<file path="src/rtl/rr_reg_write_arbiter_if.sv">
// Requester-side bundle for the shared register write arbiter.
// Carries requests, write data, flush and the grant/register view.
interface rr_reg_write_arbiter_if #(
  parameter int WIDTH = 8,
  parameter int NREQ  = 4,
  parameter int IDW   = (NREQ > 1) ? $clog2(NREQ) : 1
);
  logic [NREQ-1:0]       req;
  logic [NREQ*WIDTH-1:0] wdata;
  logic                  flush;
  logic [NREQ-1:0]       gnt;
  logic [IDW-1:0]        gnt_id;
  logic [WIDTH-1:0]      q;
  logic                  q_valid;
  logic                  busy;

  modport master (
    output req, wdata, flush,
    input  gnt, gnt_id, q, q_valid, busy
  );

  modport slave (
    input  req, wdata, flush,
    output gnt, gnt_id, q, q_valid, busy
  );
endinterface

</file>
<file path="src/rtl/rr_reg_write_arbiter.sv">
// Round-robin arbiter feeding one shared holding register.
// Optional macro RR_ARB_REQ0_PRIORITY_EN: requester 0 always wins.
module rr_reg_write_arbiter #(
  parameter int WIDTH       = 8,
  parameter int NREQ        = 4,
  parameter int HOLD_CYCLES = 0
) (
  input  logic                 clk,
  input  logic                 reset,
  rr_reg_write_arbiter_if.slave bus
);
  localparam int IDW = (NREQ > 1) ? $clog2(NREQ) : 1;
  localparam logic [7:0] HOLD_LD =
    (HOLD_CYCLES > 0) ? 8'(HOLD_CYCLES - 1) : 8'd0;

  typedef enum logic [1:0] {
    IDLE  = 2'd0,
    GRANT = 2'd1,
    HOLD  = 2'd2
  } state_e;

  state_e           state_q, state_d;
  logic [7:0]       cnt_q, cnt_d;
  logic [IDW-1:0]   ptr_q, ptr_d;
  logic [IDW-1:0]   id_q, id_d;
  logic [WIDTH-1:0] q_q, q_d;
  logic             qv_q, qv_d;

  logic             found;
  logic [NREQ-1:0]  rot;
  logic [IDW:0]     off, sum;
  logic [IDW-1:0]   win, ptr_nxt;
  logic [WIDTH-1:0] wd [NREQ];

  for (genvar g = 0; g < NREQ; g++) begin : g_wd
    assign wd[g] = bus.wdata[g*WIDTH +: WIDTH];
  end

  // Rotate requests so ptr sits at bit 0, take the lowest set bit.
  always_comb begin
    rot   = NREQ'({bus.req, bus.req} >> ptr_q);
    found = 1'b0;
    off   = '0;
    for (int k = NREQ - 1; k >= 0; k--) begin
      if (rot[k]) begin
        found = 1'b1;
        off   = k[IDW:0];
      end
    end
    sum = {1'b0, ptr_q} + off;
    if (sum >= (IDW+1)'(NREQ)) begin
      sum = sum - (IDW+1)'(NREQ);
    end
    win     = sum[IDW-1:0];
    ptr_nxt = (win == IDW'(NREQ - 1)) ? '0 : win + IDW'(1);
`ifdef RR_ARB_REQ0_PRIORITY_EN
    if (bus.req[0]) begin
      win     = '0;
      ptr_nxt = ptr_q;
    end
`endif
  end

  // State and datapath registers.
  always_ff @(posedge clk) begin
    if (reset) begin
      state_q <= IDLE;
      cnt_q   <= '0;
      ptr_q   <= '0;
      id_q    <= '0;
      q_q     <= '0;
      qv_q    <= 1'b0;
    end else begin
      state_q <= state_d;
      cnt_q   <= cnt_d;
      ptr_q   <= ptr_d;
      id_q    <= id_d;
      q_q     <= q_d;
      qv_q    <= qv_d;
    end
  end

  // Next state: arbitrate only in IDLE, then GRANT and optional HOLD.
  always_comb begin
    state_d = state_q;
    cnt_d   = cnt_q;
    ptr_d   = ptr_q;
    id_d    = id_q;
    q_d     = q_q;
    qv_d    = qv_q;
    unique case (state_q)
      IDLE: begin
        if (!bus.flush && found) begin
          state_d = GRANT;
          q_d     = wd[win];
          qv_d    = 1'b1;
          id_d    = win;
          ptr_d   = ptr_nxt;
        end
      end
      GRANT: begin
        if (HOLD_CYCLES > 0) begin
          state_d = HOLD;
          cnt_d   = HOLD_LD;
        end else begin
          state_d = IDLE;
        end
      end
      HOLD: begin
        if (cnt_q == 8'd0) begin
          state_d = IDLE;
        end else begin
          cnt_d = cnt_q - 8'd1;
        end
      end
      default: state_d = IDLE;
    endcase
    if (bus.flush) begin
      q_d  = '0;
      qv_d = 1'b0;
    end
  end

  // Outputs: grant pulse derived from the registered GRANT state.
  always_comb begin
    bus.gnt  = '0;
    bus.busy = (state_q != IDLE);
    if (state_q == GRANT) begin
      bus.gnt = NREQ'(1) << id_q;
    end
  end

  assign bus.gnt_id  = id_q;
  assign bus.q       = q_q;
  assign bus.q_valid = qv_q;
endmodule

</file>
<file path="src/flat_wrapper.sv">
// flat-port wrapper written by rule: the top's interface ports become plain ports
module rr_reg_write_arbiter_flat 
#(
  parameter int WIDTH       = 8,
  parameter int NREQ        = 4,
  parameter int HOLD_CYCLES = 0
)
  (clk, reset, bus_req, bus_wdata, bus_flush, bus_gnt, bus_gnt_id, bus_q, bus_q_valid, bus_busy);
  rr_reg_write_arbiter_if #(.WIDTH(WIDTH), .NREQ(NREQ)) bus_i ();
  input  logic clk;
  input  logic reset;
  input wire logic [$bits(bus_i.req)-1:0] bus_req;
  input wire logic [$bits(bus_i.wdata)-1:0] bus_wdata;
  input wire logic [$bits(bus_i.flush)-1:0] bus_flush;
  output wire logic [$bits(bus_i.gnt)-1:0] bus_gnt;
  output wire logic [$bits(bus_i.gnt_id)-1:0] bus_gnt_id;
  output wire logic [$bits(bus_i.q)-1:0] bus_q;
  output wire logic [$bits(bus_i.q_valid)-1:0] bus_q_valid;
  output wire logic [$bits(bus_i.busy)-1:0] bus_busy;
  assign bus_i.req = bus_req;
  assign bus_i.wdata = bus_wdata;
  assign bus_i.flush = bus_flush;
  assign bus_gnt = bus_i.gnt;
  assign bus_gnt_id = bus_i.gnt_id;
  assign bus_q = bus_i.q;
  assign bus_q_valid = bus_i.q_valid;
  assign bus_busy = bus_i.busy;
  rr_reg_write_arbiter #(.WIDTH(WIDTH), .NREQ(NREQ), .HOLD_CYCLES(HOLD_CYCLES)) u_core (.clk(clk), .reset(reset), .bus(bus_i));
endmodule
</file>
<file path="config.mk">
export PLATFORM = sky130hd
export DESIGN_NAME = rr_reg_write_arbiter_flat
export DESIGN_NICKNAME = d
export VERILOG_FILES = /design/src/rtl/rr_reg_write_arbiter_if.sv /design/src/rtl/rr_reg_write_arbiter.sv /design/src/flat_wrapper.sv
export SDC_FILE = /design/constraint.sdc
export NUM_CORES = 1
export LEC_CHECK = 0
export BUFFER_PORTS_ARGS = -buffer_cell sky130_fd_sc_hd__buf_2
export CORE_UTILIZATION = 44
export DETAILED_ROUTE_END_ITERATION = 10
export HOLD_SLACK_MARGIN = 0.08
export PLACE_DENSITY = 0.79
export RECOVER_POWER = 25
export SLEW_MARGIN = 20
export SYNTH_ARGS = -nofsm -noshare
export SYNTH_HDL_FRONTEND = slang
export SYNTH_SLANG_ARGS = --single-unit
</file>
<file path="constraint.sdc">
create_clock -name clk -period 2.6 [get_ports clk]
set_clock_uncertainty 0.1 [all_clocks]
set_input_delay 0.13 -clock clk [delete_from_list [all_inputs] [get_ports clk]]
set_output_delay 0.13 -clock clk [all_outputs]
set_load 0.02 [all_outputs]
</file>
* Word level (Yosys, flattened, before mapping)
Cells that the tools add are included.
** Word-level totals
- Bits of input ports :: 39
- Output and inout bits :: 16
- Register bits :: 23
- Word-level logic and storage cells :: 47
** Cells by class
- Shifts and indexed selects :: 2
- Equality and inequality tests :: 5
- Magnitude comparators :: 2
- Add/sub/neg operators :: 4
- Bitwise gates (word level) :: 2
- Muxes and demuxes :: 17
- Reductions and logical operators :: 9
** Operators with widths (count)
- 8-bit binary-select mux with 2-bit select :: 1
- 2-bit 2-to-1 mux :: 8
- 8-bit 2-to-1 mux :: 2
- 8-bit logical NOT :: 1
- 8-bit by 2-bit >> shifter with 4-bit output :: 1
- 8-bit by 1-bit subtractor with 8-bit output, second input constant :: 1
- 3-bit >= comparator, second input constant :: 2
- 2-bit AND reduction :: 3
- 2-bit == test, second input constant :: 2
- 1-bit 2-to-1 mux :: 4
- 4-bit 2-to-1 mux :: 1
- 2-bit by 1-bit inequality test with 1-bit output, second input constant :: 2
- 2-bit case mux with 2 select lines :: 1
- 1-bit by 2-bit left shift with 4-bit output, first input constant :: 1
- 2-bit by 2-bit adder with 3-bit output :: 1
- 2-bit NOT with 3-bit output :: 1
- 2-bit by 1-bit adder with 2-bit output, second input constant :: 1
- 2-bit by 1-bit == test with 1-bit output, second input constant :: 1
- 2-bit logical NOT :: 1
- 2-bit nonzero test :: 1
- 2-bit OR reduction :: 1
- 2-bit by 1-bit subtractor with 2-bit output, second input constant :: 1
- 1-bit logical AND :: 1
- 1-bit logical NOT :: 1
- 1-bit NOT :: 1

* Depth between registers and ports, before layout
- Depth after elaboration :: 12
- Depth in mapped cells :: 9
- Gate-level depth less buffers :: 9

* Worst setup path after synthesis
No wires, ideal clock.
- Kind :: register to register
- Start point :: reg u_core.ptr_q[0]
- End point :: reg u_core.q_q[0], in the netlist u_core.bus.q[0]
- Stages on the path, launching flop included :: 8
- Setup time :: 117 ps
- Arrival :: 2164 ps
- Clock period less this slack :: 2382 ps
- Data required time :: 2383 ps
- Buffers on the path :: 2
- Slack :: 218 ps
- Path through :: dfxtp_1 buf_4 or4_2 o221ai_1 ha_1 buf_6 mux4_1 o2bb2ai_1
** On the way
- Longest elaborated chain between the ends :: 12
- Elaborated cells on any way between the ends :: 19
- Those cells by class :: add/sub: 2; order compare: 1; shift: 1; mux: 12; bitwise: 1; reduce/logical: 2
** RTL lines
- start, declared :: line rr_reg_write_arbiter.sv:24 : logic [IDW-1:0] ptr_q, ptr_d;
- start signal, assigned :: line rr_reg_write_arbiter.sv:76 : ptr_q <= ptr_d;
- 8-bit by 2-bit >> shifter with 4-bit output :: line rr_reg_write_arbiter.sv:41 : rot = NREQ'({bus.req, bus.req} >> ptr_q);
- 2-bit 2-to-1 mux (4 in series) :: line rr_reg_write_arbiter.sv:45 : if (rot[k]) begin
- 2-bit by 2-bit adder with 3-bit output * :: line rr_reg_write_arbiter.sv:50 : sum = {1'b0, ptr_q} + off;
- 3-bit >= comparator or 2-bit by 1-bit subtractor with 2-bit output (tied branches) :: line rr_reg_write_arbiter.sv:51, rr_reg_write_arbiter.sv:52
- 2-bit 2-to-1 mux * :: line rr_reg_write_arbiter.sv:51 : if (sum >= (IDW+1)'(NREQ)) begin
- net u_core.sum[0] :: line rr_reg_write_arbiter.sv:31 : logic [IDW:0] off, sum;
- 2-bit NOT with 3-bit output (not written as such) * :: line rr_reg_write_arbiter.sv:95 : q_d = wd[win];
- 8-bit binary-select mux with 2-bit select * :: line rr_reg_write_arbiter.sv:95
- 8-bit 2-to-1 mux (not written as such) * (2 in series) :: line rr_reg_write_arbiter.sv:95
- end signal, assigned :: line rr_reg_write_arbiter.sv:78 : q_q <= q_d;
- end, declared :: line rr_reg_write_arbiter.sv:26 : logic [WIDTH-1:0] q_q, q_d;
The timed path passes the listed nets; every way through them passes the cells marked *. The select of a mux whose other input is x is not followed.
A chain may end at the register's enable or synchronous reset.

* Final worst setup path
- Start point :: reg u_core.ptr_q[0]
- End point :: reg u_core.q_q[1], in the netlist u_core.bus.q[1]
The elaborated chain is that of the path after synthesis.

==> results.md <==
- Status: complete, no violations
- Largest vdd supply drop: 0.000737 V
- Post-synthesis average cell area: 10.4 µm²
- Share of flip-flops with an asynchronous set or reset: 0%
- Final weighted congestion in routability-driven placement: about 0.82
- Total clock sinks: 14
- CTS buffer count: 3
- Post-placement cell area: between 0.001 and 0.0015 mm²
- R2R Setup Slk: 0.10 ns
- Core Region: just over 0.002 mm²
- Critical Path Slowest Stage Cell: sky130_fd_sc_hd__mux4_1
- Unrepaired setup endpoints after global routing: false
- Final instance area: ~0.0013 mm²
- Area of all sequential standard cells: ~280 µm²
- Vias in the first global route: approximately 900
- Ports placed on the boundary: 55
- Critical Path Sink: u_core.bus.q[1]$_SDFFE_PP0P_
- Final core occ: between 60% and 70%
- Area enclosed by the die boundary: ~0.0025 mm²
- Synth top cells by count: sky130_fd_sc_hd__dfxtp_1 (14), sky130_fd_sc_hd__nand2_1 (11), sky130_fd_sc_hd__nor2_1 (11)
- Share of total power in the clock network: 11.1%
- Overall Power: roughly 1.1 mW
- Floorplan row count: 16
- Detail-routed net length per standard cell: approximately 14 µm
- Antenna diode instance count: 0
- Layout cell share with drive strength beyond 1: 38.0%
- Latest clock arrival within the worst-skew pair: approximately 0.28 ns
- End of the worst register-to-register path: u_core.bus.q[1]$_SDFFE_PP0P_
- Count of final max-slew check failures: 0
- Clock tree from TritonCTS: yes
- Iter 0 DRT Violations: 25
- Lkg Pwr: ~0.58 nW
- Power dissipated by switching net loads: 435 µW
- Synth top area share: ~28%
- Clock root buffer master: sky130_fd_sc_hd__clkbuf_4
- Sequential fraction of design power: ~28%
- Total number of yosys warnings: 0
- Total GRT Usage: 20.1%
- Total negative slack for setup checks: 0 ns
- Internal power: a little under 700 µW
- Gate Count Post-Synth: 97
- Clock buffer depth: 2
- Fmax: 0.401 GHz
- Final Setup Violations: 0
- 1st-pass router iterations: 4
- Grt total ovfl: 0
- Area added between synthesis and finish: 28.4%
- Area occupied by multi-input gates: between 600 and 700 µm²
- Depth of the CTS H-tree: 1
- Worst slew slack as a fraction of its limit: between 50 and 60%
- Mean number of vias per cell: around 5.6
- First-pass GRT wire length: roughly 3.8 mm
- Pwr/cell area: approximately 860 mW/mm²
- Prevailing post-synth register cell: sky130_fd_sc_hd__dfxtp_1
- Kind of critical path: reg2reg
- Die Y: between 40 and 50 µm
- Antenna violations before repair: 0
- Arrival time at the worst endpoint: 2.56 ns
- Count of buffering cells on the critical path with inverters included: 1
- CP cell instances: buf_4, a221oi_1, o221ai_1, ha_2, mux4_1, o2bb2ai_1
- # DRC: 0
- Path class of the lowest-slack min-delay path: in2reg
- Crit path capture type: register
- Maximum capacitance violations: 0
- Worst flop-to-flop path startpoint: u_core.ptr_q[0]$_SDFFE_PP0P_
- Number of buffers inserted by port buffering: 54
- Pre-CTS WS: slightly below 0.04 ns
- Final WL: 2.45 mm
- Most frequent cell after synthesis: sky130_fd_sc_hd__dfxtp_1
- Detailed-placement wirelength estimate: roughly 1.9 mm
- Required @ worst endpoint: about 2.7 ns
- Worst-path clk slew: 0.09 ns
- Die Wd: 49.8 µm
- Critical Path Stages: 6
- Final-stage net count: around 190
- Share of synthesized area occupied by flip-flops and latches: between 20 and 30%
- Slew of the pin with the lowest slew margin: ~0.62 ns
- Relative contribution of combinational cells to total power: a little over 60%
- Worst-case setup margin in the final layout: ~0.10 ns
- Non-filler cells, final: approximately 180
- Final hold slack: 0.147 ns
- Total via count in the routed design: 992
- Cell taking the most area after synthesis: sky130_fd_sc_hd__dfxtp_1
- Worst setup SP type: register
- Worst Reg2Reg Path Length in Cells: 6
- Peak fanout along the critical path: 11
- Number of placed cells counting well taps: 173
- Number of register bits inferred by synthesis: 14
- Biggest area contributors in the synthesized netlist: sky130_fd_sc_hd__dfxtp_1 (28%), sky130_fd_sc_hd__mux4_1 (21%), sky130_fd_sc_hd__o2bb2ai_1 (7.0%)
- CP Launch Point: u_core.ptr_q[0]$_SDFFE_PP0P_
- Final critical-path share of the clock period: between 90 and 100%
- Category of cells accounting for the largest share of critical-path delay: compound AO/OA/AOI/OAI gates
- Antenna Violating Nets Remaining: 0
- Count of distinct cell types in the synthesized netlist: 36
- Final min period: roughly 2.5 ns
- Syn nets: 137
- Initial core utilization: between 40 and 50%
- Pin count of the biggest net entering global routing: 12
- EDFF count, synth: 0
- Sw Share: 39.3%
- Syn Std Cell Area: 0.00101 mm²
- Hold violation total from the final report: 0
- Fillers: 186
- Setup Fix Bufs, Post-CTS: 0
- Delay contributed by the slowest stage of the critical path: 0.61 ns
==> worst min-delay path: stages <==
cell and delay, ns:
sky130_fd_sc_hd__buf_2 0.09, sky130_fd_sc_hd__nor2b_1 0.10, sky130_fd_sc_hd__nor2_1 0.11, sky130_fd_sc_hd__a211oi_1 0.05
==> kinds of logic after synthesis <==
logic type	synth area share (%)
xor gates and xnor gates	4.48
DFF	27.9
AOI/OAI and AO/OA	20.9
and+or+nand+nor	14.6
adders and majority gates	1.24
buffers and inverters	7.09
muxes	23.9
==> cells in the final DEF (no fill, tap or decap), drive strengths merged, types with 2 or more instances in the layout <==
cell type / netlist / final
buf: 6 / 49
dfxtp: 14 / 14
nor2: 11 / 11
nand2: 11 / 11
clkbuf: 1 / 10
mux4: 8 / 8
o2bb2ai: 8 / 8
nor2b: 3 / 3
mux2i: 3 / 3
o21bai: 3 / 3
inv: 2 / 2
o21ai: 2 / 2
a21oi: 2 / 2
a32oi: 2 / 2
xnor2: 2 / 2
==> power by group through the flow <==
stage                     Sequential (mW)  Clock [mW]  Combinational (mW)
final                               0.311       0.123               0.673
after floorplan                     0.338           0               0.543
after global routing                0.320       0.133               0.724
after CTS                           0.309       0.126               0.673
after global placement              0.309           0               0.645
after detailed placement            0.314           0               0.670
==> worst min path at each step <==
stage | slack, ns | endpoint | cells past startpoint | start
final | 0.15 | u_core.bus.gnt_id[1]$_SDFFE_PP0P_ | 4 | bus_flush
after global routing | 0.16 | u_core.bus.q[3]$_SDFFE_PP0P_ | 3 | bus_wdata[19]
after CTS | 0.14 | u_core.bus.gnt_id[1]$_SDFFE_PP0P_ | 4 | bus_flush
after detailed placement | 0.28 | u_core.bus.gnt_id[0]$_SDFFE_PP0P_ | 2 | reset
after global placement | 0.27 | u_core.bus.gnt_id[1]$_SDFFE_PP0P_ | 2 | reset
after floorplan | 0.10 | u_core.ptr_q[0]$_SDFFE_PP0P_ | 1 | reset
==> layer usage <==
layer | vias up | GRT usage (%) | wire length (µm)
met4 | 0 | 9.05 | 30
met5 | - | 0 | 0
met2 | 49 | 38.7 | 1290
li1 | 484 | - | -
met1 | 455 | 21.4 | 1030
met3 | 4 | 2.16 | 102
==> final cells by class <==
cell class,count,share of cell area (%)
timing repair buffer,57,22.2
multi-input combinational,73,50.9
sequential,14,21.7
inverter,3,0.872
tap,27,2.62
clock buffer,3,1.74
==> registers in the layout (all words and copies together), names as in the netlist <==
name                cells
u_core.bus.gnt_id       2
u_core.bus.q            8
u_core.bus.q_valid      1
u_core.ptr_q            2
u_core.state_q          1
==> what timing repair did <==
item,in CTS,in global routing
endpoints found under the setup margin,0,9
gates resized for setup,0,1
endpoints found under the hold margin,3,0
hold buffers,1,0
Power figures use the tool's default switching activity.
